==> config.mk <==
export PLATFORM = sky130hd
export DESIGN_NAME = alu_sequencer
export DESIGN_NICKNAME = d
export VERILOG_FILES = /design/src/rtl/alu_sequencer.sv
export SDC_FILE = /design/constraint.sdc
export NUM_CORES = 1
export LEC_CHECK = 0
export ABC_CLOCK_PERIOD_IN_PS = 1900
export CAP_MARGIN = 5
export CELL_PAD_IN_SITES_DETAIL_PLACEMENT = 0
export CELL_PAD_IN_SITES_GLOBAL_PLACEMENT = 1
export CORE_MARGIN = 5
export CORE_UTILIZATION = 30
export CTS_CLUSTER_DIAMETER = 30
export DETAILED_ROUTE_END_ITERATION = 8
export PLACE_DENSITY_LB_ADDON = 0.1
export SETUP_SLACK_MARGIN = 0.4
export SLEW_MARGIN = 5
export SYNTH_ARGS = -nofsm -noshare
export SYNTH_HDL_FRONTEND = slang
export SYNTH_SLANG_ARGS = --single-unit
==> constraint.sdc <==
create_clock -name clk_i -period 1.9 [get_ports clk_i]
set_clock_uncertainty 0.05 [all_clocks]
set_input_delay 0.285 -clock clk_i [delete_from_list [all_inputs] [get_ports clk_i]]
set_output_delay 0.285 -clock clk_i [all_outputs]
set_load 0.01 [all_outputs]
==> src/rtl/alu_sequencer.sv <==
//------------------------------------------------------------------------------
// Module      : alu_sequencer
// Description : Micro-sequencer feeding a combinational ALU. Holds the packed
//               {A,B} operand register, steps through an 8-entry opcode
//               program and writes the ALU's {B,C} output back every step.
// Revision    : 1.0 - initial release
//------------------------------------------------------------------------------
`default_nettype none

module alu_sequencer #(
    parameter int WIDTH = 8
) (
    input  logic                 clk_i,
    input  logic                 rst_i,
    input  logic                 load_i,
    input  logic [2*WIDTH-1:0]   load_ab_i,
    input  logic                 wr_en_i,
    input  logic [2:0]           wr_addr_i,
    input  logic [2:0]           wr_ctl_i,
    input  logic                 start_i,
    input  logic [2:0]           len_i,
    output logic                 en_o,
    output logic [2:0]           ctl_o,
    output logic [2*WIDTH-1:0]   ab_o,
    input  logic [2*WIDTH-1:0]   bc_i,
    output logic                 busy_o,
    output logic                 done_o,
    output logic [WIDTH-1:0]     result_o
);

    typedef enum logic [1:0] {
        S_IDLE = 2'd0,
        S_RUN  = 2'd1,
        S_DONE = 2'd2
    } state_t;

    state_t             r_state;
    state_t             w_next;
    logic [2*WIDTH-1:0] r_ab;
    logic [2:0]         r_prog [0:7];
    logic [2:0]         r_pc;
    logic [2:0]         r_last;
    logic               w_accept;

    // Loads and program writes are only honoured while not running.
    assign w_accept = (r_state != S_RUN);

    // State register.
    always_ff @(posedge clk_i) begin
        if (rst_i) begin
            r_state <= S_IDLE;
        end else begin
            r_state <= w_next;
        end
    end

    // Datapath: operand register, program counter, latched length.
    always_ff @(posedge clk_i) begin
        if (rst_i) begin
            r_ab   <= '0;
            r_pc   <= 3'd0;
            r_last <= 3'd0;
        end else begin
            if (r_state == S_RUN) begin
                // ALU result is captured verbatim; no logic on this path.
                r_ab <= bc_i;
                if (r_pc != r_last) begin
                    r_pc <= r_pc + 3'd1;
                end
            end else if (load_i) begin
                r_ab <= load_ab_i;
            end else if ((r_state == S_IDLE) && start_i) begin
                r_last <= len_i;
                r_pc   <= 3'd0;
            end
        end
    end

    // Program memory; frozen during a run so the program cannot change mid-run.
    always_ff @(posedge clk_i) begin
        if (rst_i) begin
            for (int i = 0; i < 8; i++) begin
                r_prog[i] <= 3'b000;
            end
        end else if (w_accept && wr_en_i) begin
            r_prog[wr_addr_i] <= wr_ctl_i;
        end
    end

    // Next-state and ALU control decode.
    always_comb begin
        w_next = r_state;
        en_o   = 1'b0;
        ctl_o  = 3'b000;
        done_o = 1'b0;
        case (r_state)
            S_IDLE: begin
                // A simultaneous load wins over start.
                if (!load_i && start_i) begin
                    w_next = S_RUN;
                end
            end
            S_RUN: begin
                en_o  = 1'b1;
                ctl_o = r_prog[r_pc];
                if (r_pc == r_last) begin
                    w_next = S_DONE;
                end
            end
            S_DONE: begin
                done_o = 1'b1;
                w_next = S_IDLE;
            end
            default: begin
                w_next = S_IDLE;
            end
        endcase
    end

    assign ab_o     = r_ab;
    assign result_o = r_ab[WIDTH-1:0];
    assign busy_o   = (r_state == S_RUN);

endmodule

`default_nettype wire

==> results.yml, run 1 <==
clock_network:
  clock_pin_slew_on_the_worst_setup_and_hold_paths_ns: 0.09
  clk_latency_ns: 0.30
  tritoncts_buffer_count: 5
  cts_max_level: 2
  postCtsHoldBufs: 0
  cts_max_path_buffers: 2
  clock_sink_count: 51
  cts_tree: "built"
  root_buffer: "sky130_fd_sc_hd__clkbuf_8"
logic_synthesis:
  synthArstFlopShare_pct: 0
  netlist_area_sq_mm: 0.00248
  ys_top_cells_by_area: "sky130_fd_sc_hd__edfxtp_1 29%, sky130_fd_sc_hd__dfxtp_1 22%, sky130_fd_sc_hd__mux2i_1 8.9%"
  yosys.area.top_type_share_pct: 29.1
  ys_types: 33
  synthCells: 218
  synth-seq-cells: 51
  synth_area_per_cell_sq_um: 11.4
  yosys_warn_count: 0
  synth_seq_area_share_pct: 50.9
  synth_top_area_cell: "sky130_fd_sc_hd__edfxtp_1"
  synth_ff_type: "sky130_fd_sc_hd__dfxtp_1"
  count_of_flip_flops_with_a_built_in_enable_after_synthesis: 24
  synth_nets: 265
worst_setup_path:
  path_max_fanout: 6
  critical_path.endpoint_type: "primary output"
  crit_slowest_cell: "sky130_fd_sc_hd__mux4_2"
  critPathRequiredTime_ns: 1.56
  crit_arrival_ns: 1.60
  cp_slowest_stage_delay_ns: 0.50
  criticalPathCategory: "flip-flop to primary output"
  worstSetupStartpointType: "flip-flop"
  path_cells: "buf_12 -> mux4_2 -> mux2i_1 -> nor2_1 -> buf_2"
global_route:
  grt_first_pass_wirelength_mm: 10.3
  number_of_antenna_violations_at_the_first_check_in_global_routing: 0
  grt_start_max_net_pins: 41
  first_global_vias: 1884
  global_route.usage.total_pct: 13.0
  gr_busiest_metal: "met2"
  grt_util_met1_pct: 18.1
  grt_overflow: 0
  use_met2_pct: 20.2
  globalRouteMet3Util_pct: 3.04
status:
  status: "finished with violations"
  violated_checks: "negative setup slack"
finish:
  multi_input_gate_area_sq_mm: 0.00112
  layout-drive-gt1-share_pct: 22.1
  syn2layout_area_growth_pct: 39.6
  final_net_count: 336
  finalCoreUtilization_pct: 42.5
  register_area_sq_mm: 0.00127
  finish.cell_count_without_fillers: 395
  num_antenna_cells: 0
  finalInstanceArea_sq_mm: 0.00346
  num-fill-cells: 802
floorplan:
  placeableCoreArea_sq_mm: 0.00813
  floorplan.rows: 33
  floorplan.initialDensity_pct: 30.4
  fp.dieArea_sq_mm: 0.0102
  num_ports: 76
  die_w_um: 101
  chipHeight_um: 101
min_path:
  hold_path_class: "flip-flop to flip-flop"
sta:
  sum_of_negative_setup_slack_ns: -0.0909
  grt_setup_unrepaired: "true"
  final.period_utilization_pct: 102
  tightestPinTransition_ns: 0.345
  worst_slack_ns: -0.0342
  setup_viol: 3
  max_slew_margin_pct: 77.0
  fin_worst_hold_slack_ns: 0.504
  period_needed_ns: 1.93
  finalHoldViolations: 0
  fmax_mhz: 517
  final_max_slew_viol_count: 0
routing:
  drt-total-wl_mm: 6.19
  dr_total_vias: 1809
  route.detailed.vias_per_inst: 4.58
  drc: 0
  post_detailed_route_wirelength_per_cell_um: 15.7
  final_antenna_net_count: 0
  drt_first_iter_violations: 51
  first_pass_iters: 4
pwr:
  finalPower_mw: 2.29
  ir_drop_v: 0.000236
  p_per_area_mw_per_mm2: 663
  static-leakage-power_nw: 1.38
placement:
  routabilityCongestion: 0.764
  dp.cells: 382
  io_buffer_count: 75
  place_hpwl_mm: 4.65
  setup_ws_pre_cts_ns: -0.102
  placed_area_sq_mm: 0.00329
run:
  max_capacitance_violation_count: 0
==> worst paths after layout <==
| path | start | endpoint | slack [ns] | cells past startpoint |
|---|---|---|---|---|
| setup / recovery | flip-flop | ctl_o[1] | -0.03 | 5 |
| hold / removal | r_last[0] | r_last[0] | 0.50 | 2 |
| setup reg to reg | r_state[1] | r_prog[0][0] | 0.43 | 4 |
| hold reg to reg | r_last[0] | r_last[0] | 0.50 | 2 |
==> Yosys cell counts (all sizes together) (2+ instances only) <==
master and instances:
dfxtp 27, nor4b 2, a21o 6, a31o 2, nand2b 3, xnor2 3
mux2i 22, inv 2, a211oi 16, buf 15, mux4 6, a21oi 3
nand2 8, clkbuf 9, nor2b 7, edfxtp 24, o41ai 2, a22o 2
nor2 50
==> cells in the final DEF (no fill, tap or decap), types with 2 or more instances in the layout <==
cell type	instances
sky130_fd_sc_hd__dlygate4sd2_1	24
sky130_fd_sc_hd__a21o_1	6
sky130_fd_sc_hd__buf_4	8
sky130_fd_sc_hd__mux4_2	6
sky130_fd_sc_hd__o41ai_1	2
sky130_fd_sc_hd__dfxtp_2	5
sky130_fd_sc_hd__nor2_1	44
sky130_fd_sc_hd__a211oi_1	16
sky130_fd_sc_hd__nor2b_1	7
sky130_fd_sc_hd__xnor2_2	2
sky130_fd_sc_hd__nand2_2	2
sky130_fd_sc_hd__edfxtp_1	24
sky130_fd_sc_hd__clkbuf_8	5
sky130_fd_sc_hd__dfxtp_1	21
sky130_fd_sc_hd__clkbuf_2	4
sky130_fd_sc_hd__buf_2	3
sky130_fd_sc_hd__a21oi_2	2
sky130_fd_sc_hd__nand2b_1	2
sky130_fd_sc_hd__mux2i_1	22
sky130_fd_sc_hd__nand2_1	5
sky130_fd_sc_hd__clkdlybuf4s50_1	45
sky130_fd_sc_hd__nor2_2	6
sky130_fd_sc_hd__a22o_2	2
sky130_fd_sc_hd__buf_12	4
==> cells by family after synthesis <==
logic type / Yosys count / synth area share (%)
fa+ha+maj: 1 / 0.505
simple gates: 77 / 15.2
compound gates: 32 / 10.4
flops: 51 / 50.9
mux: 28 / 14.4
buf+inv: 26 / 6.67
xor+xnor: 3 / 1.97
==> critical path: cells and delay by family (launching register included) <==
kind / cells / cell delay (ns)
flip-flops: 1 / 0.35
buffers and inverters: 2 / 0.26
AND/OR/NAND/NOR: 1 / 0.05
multiplexers: 2 / 0.64
==> layer usage <==
metal  routed length, um  share of wire [%]
met5                   0                  0
met4                  55               0.89
met3                 369                6.0
met2                2860                 46
met1                2900                 47
==> where the power goes <==
part           total (mW)  leakage (nW)  switching [mW]  internal (mW)
clock               0.619        0.0452           0.355          0.265
sequential           1.24         0.474          0.0332           1.21
combinational       0.430         0.863           0.189          0.240
==> flip-flops by register name (all words and copies together), names as in the netlist, named ones only <==
signal	flops
r_prog	24
ab_o	16
r_last	3
r_pc	3
r_state	2
==> cell type report <==
type | instances | share of cell area (%)
clock buffer | 7 | 2.24
clock inverter | 1 | 0.145
inverter | 2 | 0.290
multi-input combinational | 141 | 32.4
sequential | 51 | 36.8
tap | 105 | 3.80
timing repair buffer | 88 | 24.4
==> timing repair <==
action,CTS,global route
pin swaps,2,11
buffers inserted,1,4
gates resized for setup,51,25
setup endpoints to repair,78,45
Note: power is estimated with default switching activity, not from simulation.
==> inputs of run 2 (changes only) <==
GPL_ROUTABILITY_DRIVEN = 0   (was not set)
==> results of run 2 <==
Final layout, timing and power as in run 1 (identical DEF).
